===== src/rtl/flash_req_arbiter.sv =====
// flash_req_arbiter: shares one SPI flash read port between icache and dcache.
// dcache wins ties, but after STARVE_MAX back-to-back dcache grants with icache
// waiting, icache is forced through. One flash word per grant, with range
// check, timeout, cancel and a 2-cycle quiet gap after every transaction.
module flash_req_arbiter #(
   parameter int                ADDR_W     = 20,
   parameter int                DATA_W     = 32,
   parameter logic [ADDR_W-1:0] ADDR_LIMIT = 20'hAFFFF,
   parameter int                TIMEOUT    = 255,
   parameter int                STARVE_MAX = 4
) (
   input  logic              CLK,
   input  logic              reset,
   input  logic              i_req,
   input  logic [ADDR_W-1:0] i_addr,
   output logic              i_ready,
   output logic              i_err,
   input  logic              d_req,
   input  logic [ADDR_W-1:0] d_addr,
   output logic              d_ready,
   output logic              d_err,
   output logic [DATA_W-1:0] rdata,
   output logic              flash_req,
   output logic [ADDR_W-1:0] flash_addr,
   input  logic              flash_ready,
   input  logic [DATA_W-1:0] flash_data,
   output logic [1:0]        grant,
   output logic              busy
);

   localparam int TW = $clog2(TIMEOUT + 1);
   localparam int SW = $clog2(STARVE_MAX + 1);

   localparam logic [1:0] G_NONE = 2'b00;
   localparam logic [1:0] G_D    = 2'b01;
   localparam logic [1:0] G_I    = 2'b10;

   typedef enum logic [2:0] {
      S_IDLE,
      S_ISSUE,
      S_RESP,
      S_ERR,
      S_GAP
   } state_t;

   state_t            state_q, state_d;
   logic [1:0]        grant_q, grant_d;
   logic [ADDR_W-1:0] addr_q, addr_d;
   logic [DATA_W-1:0] rdata_q, rdata_d;
   logic [TW-1:0]     tcnt_q, tcnt_d;
   logic [SW-1:0]     starve_q, starve_d;
   logic              gap_q, gap_d;

   logic              own_req;
   logic              new_grant;
   logic [ADDR_W-1:0] sel_addr;

   // Next-state: arbitration in IDLE, flash handshake in ISSUE, response, gap.
   always_comb begin
      state_d   = state_q;
      grant_d   = grant_q;
      addr_d    = addr_q;
      rdata_d   = rdata_q;
      tcnt_d    = tcnt_q;
      starve_d  = starve_q;
      gap_d     = gap_q;
      new_grant = 1'b0;
      sel_addr  = '0;
      own_req   = grant_q[1] ? i_req : d_req;

      case (state_q)
         S_IDLE: begin
            if (i_req && (!d_req || starve_q == SW'(STARVE_MAX))) begin
               new_grant = 1'b1;
               grant_d   = G_I;
               sel_addr  = i_addr;
               starve_d  = '0;
            end else if (d_req) begin
               new_grant = 1'b1;
               grant_d   = G_D;
               sel_addr  = d_addr;
               if (!i_req)
                  starve_d = '0;
               else if (starve_q != SW'(STARVE_MAX))
                  starve_d = starve_q + 1'b1;
            end
            if (new_grant) begin
               addr_d = sel_addr;
               tcnt_d = '0;
               if (sel_addr > ADDR_LIMIT) begin
                  rdata_d = '0;
                  state_d = S_ERR;
               end else begin
                  state_d = S_ISSUE;
               end
            end
         end
         S_ISSUE: begin
            // Cancel beats a same-cycle flash_ready; the word is discarded.
            if (!own_req) begin
               grant_d = G_NONE;
               gap_d   = 1'b0;
               state_d = S_GAP;
            end else if (flash_ready) begin
               rdata_d = flash_data;
               state_d = S_RESP;
            end else if (tcnt_q == TW'(TIMEOUT - 1)) begin
               rdata_d = '0;
               state_d = S_ERR;
            end else begin
               tcnt_d = tcnt_q + 1'b1;
            end
         end
         S_RESP, S_ERR: begin
            grant_d = G_NONE;
            gap_d   = 1'b0;
            state_d = S_GAP;
         end
         S_GAP: begin
            if (gap_q)
               state_d = S_IDLE;
            else
               gap_d = 1'b1;
         end
         default: begin
            grant_d = G_NONE;
            state_d = S_IDLE;
         end
      endcase
   end

   // State register; reset mid-transaction simply abandons it.
   always_ff @(posedge CLK) begin
      if (reset) begin
         state_q  <= S_IDLE;
         grant_q  <= G_NONE;
         addr_q   <= '0;
         rdata_q  <= '0;
         tcnt_q   <= '0;
         starve_q <= '0;
         gap_q    <= 1'b0;
      end else begin
         state_q  <= state_d;
         grant_q  <= grant_d;
         addr_q   <= addr_d;
         rdata_q  <= rdata_d;
         tcnt_q   <= tcnt_d;
         starve_q <= starve_d;
         gap_q    <= gap_d;
      end
   end

   // Outputs decode straight from registered state, so they are glitch-free.
   always_comb begin
      flash_req  = (state_q == S_ISSUE);
      flash_addr = addr_q;
      rdata      = rdata_q;
      grant      = grant_q;
      busy       = (state_q != S_IDLE);
      i_ready    = ((state_q == S_RESP) || (state_q == S_ERR)) && (grant_q == G_I);
      d_ready    = ((state_q == S_RESP) || (state_q == S_ERR)) && (grant_q == G_D);
      i_err      = (state_q == S_ERR) && (grant_q == G_I);
      d_err      = (state_q == S_ERR) && (grant_q == G_D);
   end

endmodule


===== config.mk =====
export PLATFORM = sky130hd
export DESIGN_NAME = flash_req_arbiter
export DESIGN_NICKNAME = d
export VERILOG_FILES = /design/src/rtl/flash_req_arbiter.sv
export SDC_FILE = /design/constraint.sdc
export NUM_CORES = 1
export LEC_CHECK = 0
export CORE_MARGIN = 5
export CORE_UTILIZATION = 39
export CTS_CLUSTER_DIAMETER = 100
export CTS_CLUSTER_SIZE = 28
export DETAILED_ROUTE_END_ITERATION = 7
export GPL_TIMING_DRIVEN = 0
export PLACE_DENSITY = 0.74
export SLEW_MARGIN = 20
export SYNTH_ARGS = -nofsm -noshare
export SYNTH_HDL_FRONTEND = slang
export SYNTH_SLANG_ARGS = --single-unit

===== constraint.sdc =====
create_clock -name CLK -period 1.85 [get_ports CLK]
set_input_delay 0.37 -clock CLK [delete_from_list [all_inputs] [get_ports CLK]]
set_output_delay 0.37 -clock CLK [all_outputs]
set_load 0.02 [all_outputs]

# ---- Word-level counts from Yosys, hierarchy flattened
# Index checks and enable logic that the tools add are counted.
dict set report word_totals {
  register_bits 69
  input_bits 77
  word_cells 87
  out_inout_bits 60
}
dict set report classes {
  n_lt_le_gt_ge 1
  n_bitwise 1
  n_eq_ne 20
  n_reduce_logical 21
  n_addsub 2
  n_mux 35
}
# cell n
set ops {}
lappend ops {{$mux W32} 5}
lappend ops {{$pmux W32 S2} 1}
lappend ops {{$mux W20} 3}
lappend ops {{$mux W8} 4}
lappend ops {{$mux W3} 9}
lappend ops {{$gt A20 B20 Y1 const B} 1}
lappend ops {{$pmux W8 S2} 1}
lappend ops {{$ne A2 B2 Y1 const B} 6}
lappend ops {{$pmux W3 S4} 1}
lappend ops {{$reduce_and A5 Y1} 2}
lappend ops {{$reduce_and A3 Y1} 3}
lappend ops {{$add A8 B1 Y8 const B} 1}
lappend ops {{$eq A8 B8 Y1 const B} 1}
lappend ops {{$mux W2} 4}
lappend ops {{$eq A3 B2 Y1 const B} 2}
lappend ops {{$eq A3 B3 Y1 const B} 2}
lappend ops {{$ne A3 B1 Y1 const B} 2}
lappend ops {{$ne A3 B3 Y1 const B} 2}
lappend ops {{$pmux W2 S3} 1}
lappend ops {{$reduce_bool A3 Y1} 2}
lappend ops {{$logic_and A1 B1 Y1} 5}
lappend ops {{$mux W1} 5}
lappend ops {{$ne A4 B3 Y1 const B} 1}
lappend ops {{$reduce_and A2 Y1} 2}
lappend ops {{other kinds (12)} 14}

# ---- Logic depth before layout (Yosys ltp)
# Gate-level depths: netlist of the first run.
dict set report depth {
  depth_word 9
  depth_mapped 8
  mapped_depth_nobuf 7
}

# ---- Worst setup path after synthesis of the first run
# OpenSTA, ideal clock, no wires.
dict set report synth_timing {
  kind {register to output}
  from {register grant_q[1] (netlist: grant[1])}
  to {output i_err}
  n_path_buf 0
  path_slack_ns -0.186
  required_time_ns 1.480
  arrival_ns 1.666
  stages_incl_launch_ff 3
  path_cell_list {dfxtp_1 > nor4bb_1 > and2_1}
}
dict set report synth_between {
  elab_chain_len 2
}
# item line_no
set synth_rtl {}
lappend synth_rtl {{start: declaration} 47} ;# logic [1:0] grant_q, grant_d;
lappend synth_rtl {{start signal: assignment} 144} ;# grant_q <= grant_d;
lappend synth_rtl {{$eq A2 B2 Y1} 162} ;# i_err = (state_q == S_ERR) && (grant_q == G_I);
lappend synth_rtl {{$logic_and A1 B1 Y1} 162}
lappend synth_rtl {{end: declaration} 17} ;# output logic i_err,
# Every way passes these cells.

# ---- Final worst setup path of the first run
dict set report layout_timing {
  from {register starve_q[0]}
  to {register rdata_q[29] (netlist: rdata[29])}
}
dict set report layout_between {
  elab_chain_len 8
  word_cells_on_any_way 11
  cone_classes {1 x order compare; 3 x eq/ne; 4 x mux; 3 x reduce/logical}
}
# item line_no
set layout_rtl {}
lappend layout_rtl {{start: declaration} 51} ;# logic [SW-1:0] starve_q, starve_d;
lappend layout_rtl {{start signal: assignment} 148} ;# starve_q <= starve_d;
lappend layout_rtl {{$eq A3 B3 Y1 *} 73} ;# if (i_req && (!d_req || starve_q == SW'(STARVE_MAX))) begin
lappend layout_rtl {{$logic_or A1 B1 Y1 *} 73}
lappend layout_rtl {{$logic_and A1 B1 Y1 *} 73}
lappend layout_rtl {{$mux W20} 73}
lappend layout_rtl {{$mux W20} 71} ;# case (state_q)
lappend layout_rtl {{$gt A20 B20 Y1} 90} ;# if (sel_addr > ADDR_LIMIT) begin
lappend layout_rtl {{$ne A2 B2 Y1 (no source line)} -}
lappend layout_rtl {{$reduce_and A5 Y1 (no source line) *} -}
lappend layout_rtl {{end signal: assignment} 146} ;# rdata_q <= rdata_d;
lappend layout_rtl {{end: declaration} 49} ;# logic [DATA_W-1:0] rdata_q, rdata_d;
# Every way passes the cells marked *; elsewhere a longest branch is shown, timed or not. The select of a mux whose other input is x is not followed.
# A chain may end at the register's enable or synchronous reset.

==> results.sh, run 1 <==
export IMPL_ff_latch_area_um2=1400
export IMPL_drc_errors=0
export IMPL_grt_max_degree=17
export IMPL_die_width_um=102
export IMPL_synth_seq_cells=69
export IMPL_routed_wl_um=9990
export IMPL_grt_pass1_wl_um=15700
export IMPL_num_fill_cells=707
export IMPL_synthSimpleGateAreaFrac_pct=28.6
export IMPL_grt_total_usage_pct=18.6
export IMPL_drtAntennaViolNets=0
export IMPL_max_freq_ghz=0.530
export IMPL_syn_to_final_growth_pct=59.8
export IMPL_cts_buffers=9
export IMPL_placedInstanceArea_um2=4840
export IMPL_vias_per_cell=5.05
export IMPL_ctsHoldBuffers=0
export IMPL_worst_slew_pin_slew_ns=0.571
export IMPL_violations="setup timing"
export IMPL_ys_types=42
export IMPL_critPathLaunch="starve_q[0]"
export IMPL_final_cell_mix="clkdlybuf4s50_1, nand2_1, dfxtp_1, nor2_1"
export IMPL_drv_cap=0
export IMPL_rsz0062_at_grt="yes"
export IMPL_route_vias_total=3305
export IMPL_first_iter_violations=199
export IMPL_start_util_pct=40.2
export IMPL_pre_cts_ws_ns=-0.789
export IMPL_whs_path_depth=2
export IMPL_setup_viol=21
export IMPL_start_kind="flop"
export IMPL_antenna_found_initial=0
export IMPL_min_period_ns=1.89
export IMPL_fin_ws_ns=-0.0361
export IMPL_finClkSkew_ns=0.00727
export IMPL_hold_class="reg -> reg"
export IMPL_finalHoldViolations=0
export IMPL_avgRoutedWirePerCell_um=15.3
export IMPL_dieHeight_um=102
export IMPL_fp_row_count=33
export IMPL_cts_root_buffer="clkbuf_8"
export IMPL_clock_sinks=69
export IMPL_clock_latency_ns=0.34
export IMPL_multi_input_area_um2=1890
export IMPL_synthCells=390
export IMPL_synth_compound_area_share_pct=10.8
export IMPL_crit_path_max_fanout=7
export IMPL_grt_overflow_total=0
export IMPL_peakVddDrop_mv=0.495
export IMPL_drive_gt1_share_pct=15.7
export IMPL_synth_area_leader_cell="dfxtp_1"
export IMPL_grt_pass1_vias=3295
export IMPL_ios=137
export IMPL_ys_seq_area_share_pct=41.9
export IMPL_r2r_end="rdata[29]"
export IMPL_async_flop_share_pct=0
export IMPL_postLayoutCoreUtil_pct=64.2
export IMPL_cts_buffer_depth=2
export IMPL_h_tree_depth=3
export IMPL_cts_clk_slew_worst_paths_ns=0.08
export IMPL_synth_area_um2=3300
export IMPL_synth_top_area_share_pct=41.9
export IMPL_die_area_um2=10400
export IMPL_critPathRequiredTime_ns=2.12
export IMPL_reg2reg_depth=9
export IMPL_antenna_cells=0
export IMPL_fin_crit_sh_pct=102
export IMPL_syn_num_nets=471
export IMPL_maxSlewHeadroom_pct=61.7
export IMPL_holdWs_ns=0.467
export IMPL_synthMuxAreaShare_pct=10.4
export IMPL_tns_ns=-0.464
export IMPL_status="finished, violations left"
export IMPL_synth_top_family_by_area="simple AND/OR/NAND/NOR gates"
export IMPL_syn_avg_cell_area_um2=8.46
export IMPL_leakagePower_nw=1.88
export IMPL_critPathKind="reg -> reg"
export IMPL_ys_warn_count=0
export IMPL_cts_tree="built"
export IMPL_dp_hpwl_um=7250
export IMPL_hp_start="flash_addr[19]"
export IMPL_synth_fa_ha_area_share_pct=1.52
export IMPL_final_nets=626
export IMPL_arrival_ns=2.16
export IMPL_synth_area_top_cells="dfxtp_1, mux2i_1, nand2_1"
export IMPL_stdcell_area_um2=5270
export IMPL_r2r_slack_ns=-0.04
export IMPL_critPathCapture="rdata[29]"
export IMPL_dr_pass1_iters=4
export IMPL_synth_xor_area_share_pct=1.59
export IMPL_powerDensity_nw_per_um2=912
export IMPL_final_common_cell="clkdlybuf4s50_1"
export IMPL_maxSlewViolCount=0
export IMPL_synth_edf_count=0
export IMPL_core_region_area_um2=8220
export IMPL_io_buffers=134
export IMPL_synth_ff_type="dfxtp_1"
export IMPL_place_congestion=0.786
export IMPL_worst_r2r_startpoint="starve_q[0]"
export IMPL_crit_path_end_kind="flop"
## power by group
| part | switching, W | internal, W | total, W |
|---|---|---|---|
| combinational | 0.000917 | 0.000954 | 0.00187 |
| sequential | 0.000111 | 0.00164 | 0.00176 |
| clock | 0.000573 | 0.000609 | 0.00118 |
## per-stage QoR
stage / std cells / total power, W
detailed placement: 629 / 0.00343
global placement: 629 / 0.00340
CTS: 645 / 0.00469
floorplan: 390 / 0.00278
finish: 654 / 0.00481
global route: 654 / 0.00506
## critical path, stage by stage, from the launching register on
cell	delay, ns
dfxtp_2	0.35
inv_2	0.06
ha_4	0.17
and3_4	0.19
o22ai_4	0.19
a21oi_4	0.09
a211oi_4	0.20
buf_6	0.21
clkbuf_16	0.17
mux2i_1	0.17
## layer usage
layer / GRT usage, % / up-vias / wire, um
li1: - / 1647 / -
met1: 24.8 / 1539 / 4390
met2: 30.5 / 102 / 4830
met3: 2.87 / 17 / 550
met4: 7.16 / 0 / 214
met5: 0 / - / 0
## worst min-delay path by stage
stage,to,slack (ns)
CTS,flash_addr[19],0.47
finish,flash_addr[19],0.47
global placement,flash_addr[19],0.45
detailed placement,flash_addr[19],0.46
global route,rdata[31],0.49
floorplan,starve_q[1],0.45
## cell families after synthesis
group,Yosys count
fa+ha+maj,4
mux,34
flops,69
simple gates,196
buf+inv,34
compound gates,47
xor+xnor,6
## state kept, by name, indices dropped and copies added (netlist names)
name and flops:
flash_addr 20, gap_q 1, grant 2, rdata 32, starve_q 3, state_q 3
tcnt_q 8
## final cells by class
| type | instances | area share, % |
|---|---|---|
| sequential | 69 | 26.5 |
| timing repair buffer | 146 | 27.9 |
| inverter | 6 | 0.522 |
| tap | 105 | 2.49 |
| multi-input combinational | 287 | 35.8 |
| clock buffer | 10 | 2.42 |
| buffer | 26 | 3.42 |
| clock inverter | 5 | 0.997 |
## synthesized netlist by cell type, types with 2 or more instances
cell type and number:
dfxtp_1 69, nand2_1 67, nor2_1 41, nand2b_1 34, mux2i_1 33, nand3_1 22
a311oi_1 16, clkbuf_1 15, a21oi_1 12, nor3_1 10, buf_2 8, xnor2_1 6
inv_1 5, ha_1 4, o21ai_0 4, o22ai_1 4, or3_1 4, buf_8 3
a2bb2oi_1 2, and2_1 2, and3_1 2, buf_1 2, nor2b_1 2, nor3b_1 2
nor4_1 2, nor4bb_1 2, o21a_1 2
## repair_timing
item / 4_1_cts / 5_1_grt
setup buffers: 3 / 6
endpoints found under the setup margin: 69 / 66
hold endpoints to repair: 0 / 0
gates cloned: 0 / 3
pin swaps: 3 / 3
resized for setup: 49 / 29
(Power assumes the default switching activity.)
==> run 2, diff against run 1 <==
==> constraint.sdc (replaced) <==
create_clock -name CLK -period 1.85 [get_ports CLK]
set_input_delay 0.2775 -clock CLK [delete_from_list [all_inputs] [get_ports CLK]]
set_output_delay 0.2775 -clock CLK [all_outputs]
set_load 0.02 [all_outputs]
==> run 2 against run 1 <==
Worst setup slack got worse by 0.029 ns; largest power group unchanged; critical path depth fell by 1; sequential power barely moved; register-to-register slack got worse by 0.03 ns; the flow still finishes with violations (setup timing); clock-buffer cell count fell by 1; combinational power is 4% higher; non-clock buffer count up 7; sequential share of layout area decreased by 0.44 points; die area unchanged; design area is 1.7% higher; critical endpoint is now rdata[3].
==> results.sh, run 2 (same netlist as run 1, synthesis figures left out) <==
export IMPL_power_total_w=0.00492
export IMPL_drv_cap=0
export IMPL_die_width_um=102
export IMPL_cts_buffer_depth=2
export IMPL_whs_path_depth=4
export IMPL_drtAntennaViolNets=0
export IMPL_io_buffers=134
export IMPL_clock_sinks=69
export IMPL_leakagePower_nw=1.93
export IMPL_finalHoldViolations=0
export IMPL_grt_overflow_total=0
export IMPL_hp_start="d_req"
export IMPL_r2r_slack_ns=-0.06
export IMPL_critPathRequiredTime_ns=2.12
export IMPL_dieHeight_um=102
export IMPL_max_freq_ghz=0.522
export IMPL_placedInstanceArea_um2=4830
export IMPL_route_vias_total=3360
export IMPL_first_iter_violations=204
export IMPL_r2r_end="rdata[3]"
export IMPL_worst_r2r_startpoint="state_q[0]"
export IMPL_fp_row_count=33
export IMPL_avgRoutedWirePerCell_um=15.4
export IMPL_critPathLaunch="state_q[0]"
export IMPL_worst_path_buf_inv=3
export IMPL_grt_pass1_vias=3433
export IMPL_finClkSkew_ns=0.00792
export IMPL_grt_total_usage_pct=19.4
export IMPL_place_congestion=0.845
export IMPL_powerDensity_nw_per_um2=919
export IMPL_dr_pass1_iters=4
export IMPL_clock_latency_ns=0.34
export IMPL_die_area_um2=10400
export IMPL_cts_root_buffer="clkbuf_8"
export IMPL_core_region_area_um2=8220
export IMPL_cts_clk_slew_worst_paths_ns=0.08
export IMPL_start_util_pct=40.2
export IMPL_maxSlewHeadroom_pct=64.6
export IMPL_antenna_cells=0
export IMPL_arrival_ns=2.18
export IMPL_peakVddDrop_mv=0.466
export IMPL_crit_family="simple AND/OR/NAND/NOR gates"
export IMPL_h_tree_depth=3
export IMPL_hold_class="in -> reg"
export IMPL_grt_max_degree=17
export IMPL_path_common_cell="buf_12"
export IMPL_cts_buffers=9
export IMPL_final_common_cell="clkdlybuf4s50_1"
export IMPL_syn_to_final_growth_pct=62.5
export IMPL_dp_hpwl_um=7160
export IMPL_status="finished, violations left"
export IMPL_reg2reg_depth=8
export IMPL_fin_crit_sh_pct=104
export IMPL_antenna_found_initial=0
export IMPL_crit_path_max_fanout=7
export IMPL_crit_path_end_kind="flop"
export IMPL_violations="setup timing"
export IMPL_ios=137
export IMPL_maxSlewViolCount=0
export IMPL_final_nets=633
export IMPL_vias_per_cell=5.08
export IMPL_holdPathEnd="state_q[2]"
export IMPL_final_cell_mix="clkdlybuf4s50_1, nand2_1, dfxtp_1, nor2_1"
export IMPL_stdcell_area_um2=5360
export IMPL_cts_tree="built"
export IMPL_routed_wl_um=10200
export IMPL_min_period_ns=1.91
export IMPL_largest_reg_flops=32
export IMPL_fin_ws_ns=-0.0649
export IMPL_path_cells="or3b_4 -> clkinv_4 -> nand2_4 -> o2bb2ai_4 -> a211oi_4 -> buf_12 -> buf_12 -> mux2i_1"
export IMPL_setup_viol=32
export IMPL_rsz0062_at_grt="yes"
export IMPL_grt_pass1_wl_um=16200
export IMPL_worst_slew_pin_slew_ns=0.531
export IMPL_start_kind="flop"
export IMPL_critPathKind="reg -> reg"
export IMPL_drive_gt1_share_pct=16.3
export IMPL_postLayoutCoreUtil_pct=65.2
export IMPL_cp_slowest_stage_delay_ns=0.42
export IMPL_drc_errors=0
export IMPL_slowest_stage="or3b_4"
[run 2: tightest hold or removal path, delay by kind of cell]
kind / cells / cell delay (ns)
buffers and inverters: 1 / 0.20
AOI/OAI and AO/OA: 1 / 0.06
and+or+nand+nor: 1 / 0.07
muxes: 1 / 0.12
[run 2: report_power, final]
part	total (W)	internal [W]	switching (W)	leakage, nW
Clock	0.00123	0.000626	0.000609	0.0954
Sequential	0.00175	0.00164	0.000104	0.565
Combinational	0.00194	0.000985	0.000958	1.27
Total	0.00492	0.00325	0.00167	1.93
[run 2: worst max path at each step]
stage	slack, ns	end	cells past startpoint
2_1_floorplan	0.0005	rdata[10]	7
3_3_place_gp	-0.65	rdata[11]	8
3_5_place_dp	-0.69	flash_addr[5]	7
4_1_cts	-0.12	rdata[29]	10
5_1_grt	-0.15	rdata[3]	8
6_report	-0.06	rdata[3]	8
[run 2: layout make-up]
| cell class | instances | area, um2 |
|---|---|---|
| timing repair buffer | 154 | 1520 |
| buffer | 25 | 159 |
| clock buffer | 9 | 124 |
| fill | 654 | 2860 |
| clock inverter | 7 | 76.3 |
| inverter | 6 | 27.5 |
| multi-input combinational | 287 | 1920 |
| tap | 105 | 131 |
| sequential | 69 | 1400 |
[run 2: layer usage]
metal	vias to the layer above	wire length [um]	track usage [%]
met5	-	0	0
met2	93	5190	34.1
met4	0	283	6.36
li1	1659	-	-
met3	20	509	3.62
met1	1588	4230	23.7
[run 2: through the flow]
| step | setup WS [ns] | hold slack, ns | std cells | TNS [ns] |
|---|---|---|---|---|
| after floorplan | 0.000481 | 0.420 | 390 | 0 |
| after global placement | -0.650 | 0.449 | 629 | -32.89 |
| after detailed placement | -0.685 | 0.456 | 629 | -32.68 |
| after CTS | -0.122 | 0.417 | 657 | -2.07 |
| after global routing | -0.146 | 0.483 | 662 | -3.09 |
| final | -0.0649 | 0.433 | 662 | -1.04 |
[run 2: repair_timing]
| item | 4_1_cts | 5_1_grt |
|---|---|---|
| cloned | 3 | 0 |
| hold buffers | 0 | 0 |
| gates resized for setup | 44 | 32 |
| setup buffers | 11 | 9 |
| setup endpoints to repair | 66 | 47 |
| pin swaps | 6 | 7 |
==> patch 1, RTL diff (settings of run 2) <==
The 5 states of `state_t` get a Gray code encoding in 3 bits.
--- a/src/rtl/flash_req_arbiter.sv
+++ b/src/rtl/flash_req_arbiter.sv
@@ -36,11 +36,11 @@
    localparam logic [1:0] G_I    = 2'b10;
 
    typedef enum logic [2:0] {
-      S_IDLE,
-      S_ISSUE,
-      S_RESP,
-      S_ERR,
-      S_GAP
+      S_IDLE  = 3'b000,
+      S_ISSUE = 3'b001,
+      S_RESP  = 3'b011,
+      S_ERR   = 3'b010,
+      S_GAP   = 3'b110
    } state_t;
 
    state_t            state_q, state_d;
Check against the original RTL: no difference found for any inputs over 10 cycles, from zero or initial values and one cycle with reset high; not proved beyond that.
==> patch 1 against run 2 <==
  * The run still ends with setup timing left
  * Setup slack got worse by 29 ps
  * Sequential cell count unchanged
  * Sequential power is 5% higher
  * Count of clock-buffer cells in the layout up 1
  * Synthesized area rose by 0.46%
  * Total power grew 15%
  * Wire length increased by 5.9%
  * Cell area is 3.7% higher
  * Critical path type unchanged
==> patch 1: results (changes against run 2) <==
Synth cell count leaders - dfxtp_1, nand2_1, nor2_1
First-pass iteration count of the detailed router - 4 (unchanged)
Ant. Diodes - 0 (unchanged)
Ys Warns - 0 (unchanged)
Status - complete, but fails checks
P_leak - 2.03 nW (+5.3%)
Compound-cell area share of the yosys netlist - 13.1% (+2.3 points)
Pin count of the biggest net entering global routing - 13 (-4)
Final setup fails - 41 (+28%)
Failing checks - setup timing
Xor/xnor share of the synthesized area - 1.06% (-0.54 points)
Synth async-reset ratio - 0% (unchanged)
Met1 Use GR - 24.4% (+0.64 points)
Setup Skew - 10.7 ps (+2.74 ps)
Total GRT Usage - 20.0% (+0.60 points)
Leading post-synthesis cells by cell area - dfxtp_1, mux2i_1, nand2_1, nand2b_1, nor2_1
Inst Count DP - 629 (unchanged)
Synth unique cells - 50 (+19%)
Detailed placer's ending HPWL - 7.49 mm (+4.5%)
Dpl ws - -674 ps (+10.6 ps)
Worst Slack Setup Final - -94.3 ps (-29.5 ps)
Setup TNS - -1670 ps (-631 ps)
Critical Path Max Stage Delay - 350 ps (-70 ps)
Clock transition at the registers of the reported paths - 80 ps (about the same)
Clock Tree Buf Depth - 2 (unchanged)
Antenna violations before repair - 0 (unchanged)
Sequential area share after synthesis - 41.7% (-0.19 points)
Worst-path fanout max - 6 (-1)
GR met3 Demand/Resource - 4.98% (+1.4 points)
Grt peak-use layer - met2
Port bufs - 134 (unchanged)
Final GP Congestion - 0.849 (+0.50%)
Number of nets in the layout - 643 (+1.6%)
GR Util met2 - 35.0% (+0.85 points)
Global-route wire length before repair - 16.7 mm (+2.9%)
Share of cells above drive strength 1 - 18.9% (+2.6 points)
H-tree depth - 3 (unchanged)
Vias per std cell - 5.26 (+3.6%)
Worst Hold Class - reg2reg
Slowest-stage cell, CP - dfxtp_2
Peak VDD IR - 529 µV (+13%)
Post-synthesis instance total - 390 (unchanged)
Routed WL - 10.8 mm (+5.9%)
Number of global-route vias before repair - 3567 (+3.9%)
Clk root buf - clkbuf_8
Post-route insts no fill - 671 (+1.4%)
Slew @ Worst Pin - 660 ps (+129 ps)
Worst skew pair latency - 350 ps
Dpl cell area - 0.00483 mm² (about the same)
Synth Area in Adders - 1.51% (-0.0069 points)
Post-synthesis mux area share - 10.3% (-0.047 points)
Drt first-iter violations - 176 (-14%)
Syn_nets - 471 (unchanged)
Max reg flops - 32 (unchanged)
Fillers - 658 (+0.61%)
patch 1: path summary, 6_finish.rpt:
path,from,endpoint,slack (ps),cells past startpoint
worst max register to register,starve_q[0]$_SDFFE_PP0P_,rdata[26]$_SDFFE_PP0P_,-90,10
worst min-delay path,rdata[24]$_SDFFE_PP0P_,rdata[24]$_SDFFE_PP0P_,470,2
worst min register to register,rdata[24]$_SDFFE_PP0P_,rdata[24]$_SDFFE_PP0P_,470,2
worst max-delay path,starve_q[0]$_SDFFE_PP0P_,rdata[26]$_SDFFE_PP0P_,-90,10
patch 1: cells by family (layout without fill, tap and decap cells):
logic type,count (synthesis),count (layout)
and+or+nand+nor,186,186
DFF,69,69
AOI/OAI and AO/OA,58,58
buffers and inverters,35,211
muxes,34,34
adders and majority gates,4,4
xor gates and xnor gates,4,4
patch 1: repair_timing:
action	in CTS	in global routing
endpoints found under the setup margin	61	55
pin swaps	8	13
endpoints found under the hold margin	0	0
cloned	3	1
setup buffers	20	9
resized for setup	55	35
patch 1: report_power, final:
group | total, mW | leakage, nW | internal, mW | switching [mW]
logic | 2.58 | 1.37 | 1.32 | 1.26
clock network | 1.25 | 0.0987 | 0.657 | 0.594
registers | 1.84 | 0.564 | 1.69 | 0.151
patch 1: worst max-delay path: cells and delay by family, from the launching register on:
kind | cells | cell delay [ps]
AOI/OAI and AO/OA | 3 | 610
adders and majority gates | 1 | 170
buffers and inverters | 4 | 500
DFF | 1 | 350
muxes | 1 | 140
and+or+nand+nor | 1 | 70
patch 1: metal layers:
layer	up-vias	wire length, µm
li1	1702	-
met1	1677	4590
met2	134	5290
met3	15	807
met4	0	124
met5	-	0
patch 1: final cells by class:
class	count	area, µm²	share of cell area (%)
Multi-Input combinational cell	286	1970	35.4
Timing Repair Buffer	164	1650	29.7
Sequential cell	69	1390	25.0
Buffer	26	199	3.58
Clock buffer	10	138	2.48
Tap cell	105	131	2.36
Clock inverter	5	60.1	1.08
Inverter	6	22.5	0.405
==> patch 2, RTL diff (config.mk and constraints of run 2) <==
Without the edit above. Set the parameter `DATA_W` to 24 (it was 32).
--- a/src/rtl/flash_req_arbiter.sv
+++ b/src/rtl/flash_req_arbiter.sv
@@ -4,7 +4,7 @@
 // check, timeout, cancel and a 2-cycle quiet gap after every transaction.
 module flash_req_arbiter #(
    parameter int                ADDR_W     = 20,
-   parameter int                DATA_W     = 32,
+   parameter int                DATA_W     = 24,
    parameter logic [ADDR_W-1:0] ADDR_LIMIT = 20'hAFFFF,
    parameter int                TIMEOUT    = 255,
    parameter int                STARVE_MAX = 4
Interface: changed (resized flash_data and rdata); port bits go from 137 to 121. The function was not compared with the original's and may differ.
==> patch 2 against run 2 <==
  * The flow still finishes with violations (setup timing)
  * Wire length is 8.5% lower
  * Synthesized area down 8.8%
  * Count of clock-buffer cells in the layout grew 2
  * First-iteration DRC count fell by 49%
  * Total power is 9.0% higher
  * Non-clock buffer count down 20
  * Global-route usage decreased by 0.15 points
  * Cell area down 10%
  * Critical path depth is 1 higher
  * Setup slack got worse by 110 ps
  * Sequential cell count fell by 8
  * Core utilization decreased by 1.8 points
  * Via count is 9.0% lower
  * Critical endpoint is now rdata[5]$_SDFFE_PP0P_
  * Largest power group unchanged
==> patch 2: results (changes against run 2) <==
Internal power - 3.60 mW (+11%)
Setup TNS - -3220 ps (-2190 ps)
Final setup fails - 45 (+41%)
Crit-path leading delay family - compound AO/OA/AOI/OAI gates
Slowest-stage cell, CP - a211o_2
Pin count of the biggest net entering global routing - 11 (-6)
Synth cell count leaders - dfxtp_1, nand2_1, nor2_1
Syn Area/Cell - 8.63 µm² (+2.0%)
Routed length on met2 - 4.55 mm (-12%)
Met1 Wirelength - 3.98 mm (-5.9%)
Sequential area share after synthesis - 40.6% (-1.3 points)
Number of global-route vias before repair - 3125 (-9.0%)
Worst Slack Setup Final - -178 ps (-113 ps)
P_leak - 1.87 nW (-3.2%)
Synth unique cells - 44 (+4.8%)
GR Util met2 - 33.2% (-0.89 points)
Global-route wire length before repair - 15.0 mm (-7.7%)
Leading post-synthesis cells by cell area - dfxtp_1, mux2i_1, nand2_1, nand2b_1, a311oi_1
Inst Count DP - 570 (-9.4%)
Peak VDD IR - 460 µV (-1.2%)
Share of cells above drive strength 1 - 16.9% (+0.60 points)
GR met3 Demand/Resource - 5.93% (+2.3 points)
Total GRT Usage - 19.2% (-0.15 points)
Met1 Use GR - 21.3% (-2.5 points)
Setup Skew - 9.76 ps (+1.84 ps)
Status - complete, but fails checks
CP Launch Point - starve_q[1]$_SDFFE_PP0P_
Syn_nets - 422 (-10%)
Critical Path Max Stage Delay - 350 ps (-70 ps)
Sequential Power - 1.62 mW (-7%)
Max reg flops - 24 (-25%)
Failing checks - setup timing
Routed WL - 9.35 mm (-8.5%)
TritonCTS Buffers - 9 (unchanged)
Vias per std cell - 5.11 (+0.69%)
Port bufs - 119 (-11%)
Met3 WL - 522 µm (+2.6%)
Worst R2R Path Depth - 9 (+1)
Slew HR - 68.7% (+4.1 points)
patch 2: layout make-up:
cell class,instances,area (µm²)
plain buffers,25,188
clock buffers,11,151
clock inverters,4,95.1
fillers,649,2780
inverters,6,22.5
multi-input cells,255,1680
flip-flops and latches,61,1230
well taps,102,128
repair buffers,134,1330
patch 2: timing repair:
item | 4_1_cts | 5_1_grt
buffers inserted | 9 | 6
hold endpoints to repair | 0 | 0
setup endpoints to repair | 55 | 62
gates cloned | 2 | 0
pin swaps | 3 | 4
resized for setup | 32 | 20
patch 2: kinds of logic (layout without fill, tap and decap cells):
group	Yosys count	after routing	share of synthesized area [%]
mux	26	26	8.65
flops	61	61	40.6
compound gates	58	58	14.5
buf+inv	33	180	6.77
fa+ha+maj	4	4	1.66
simple gates	167	167	27.8
patch 2: metrics by stage:
step / worst slack (ps) / utilization (%) / total power, mW / cell area, µm²
6_report: -178 / 63.4 / 5.37 / 4820
5_1_grt: -264 / 63.4 / 5.62 / 4820
4_1_cts: -160 / 62.6 / 5.38 / 4760
3_5_place_dp: -478 / 56.9 / 3.60 / 4330
3_3_place_gp: -493 / 56.9 / 3.57 / 4330
2_1_floorplan: -31.4 / - / 2.85 / 3010
patch 2: how the worst min path moves through the flow:
stage | startpoint | endpoint | slack [ps] | depth (start not counted)
after floorplan | flash_data[0] | rdata[0]$_SDFFE_PP0P_ | 420 | 2
after global placement | rdata[21]$_SDFFE_PP0P_ | rdata[21]$_SDFFE_PP0P_ | 460 | 2
after detailed placement | rdata[9]$_SDFFE_PP0P_ | rdata[9]$_SDFFE_PP0P_ | 470 | 2
after CTS | d_req | flash_addr[19]$_SDFFE_PP0P_ | 420 | 5
after global routing | flash_data[22] | rdata[22]$_SDFFE_PP0P_ | 470 | 3
final | d_req | flash_addr[19]$_SDFFE_PP0P_ | 420 | 5
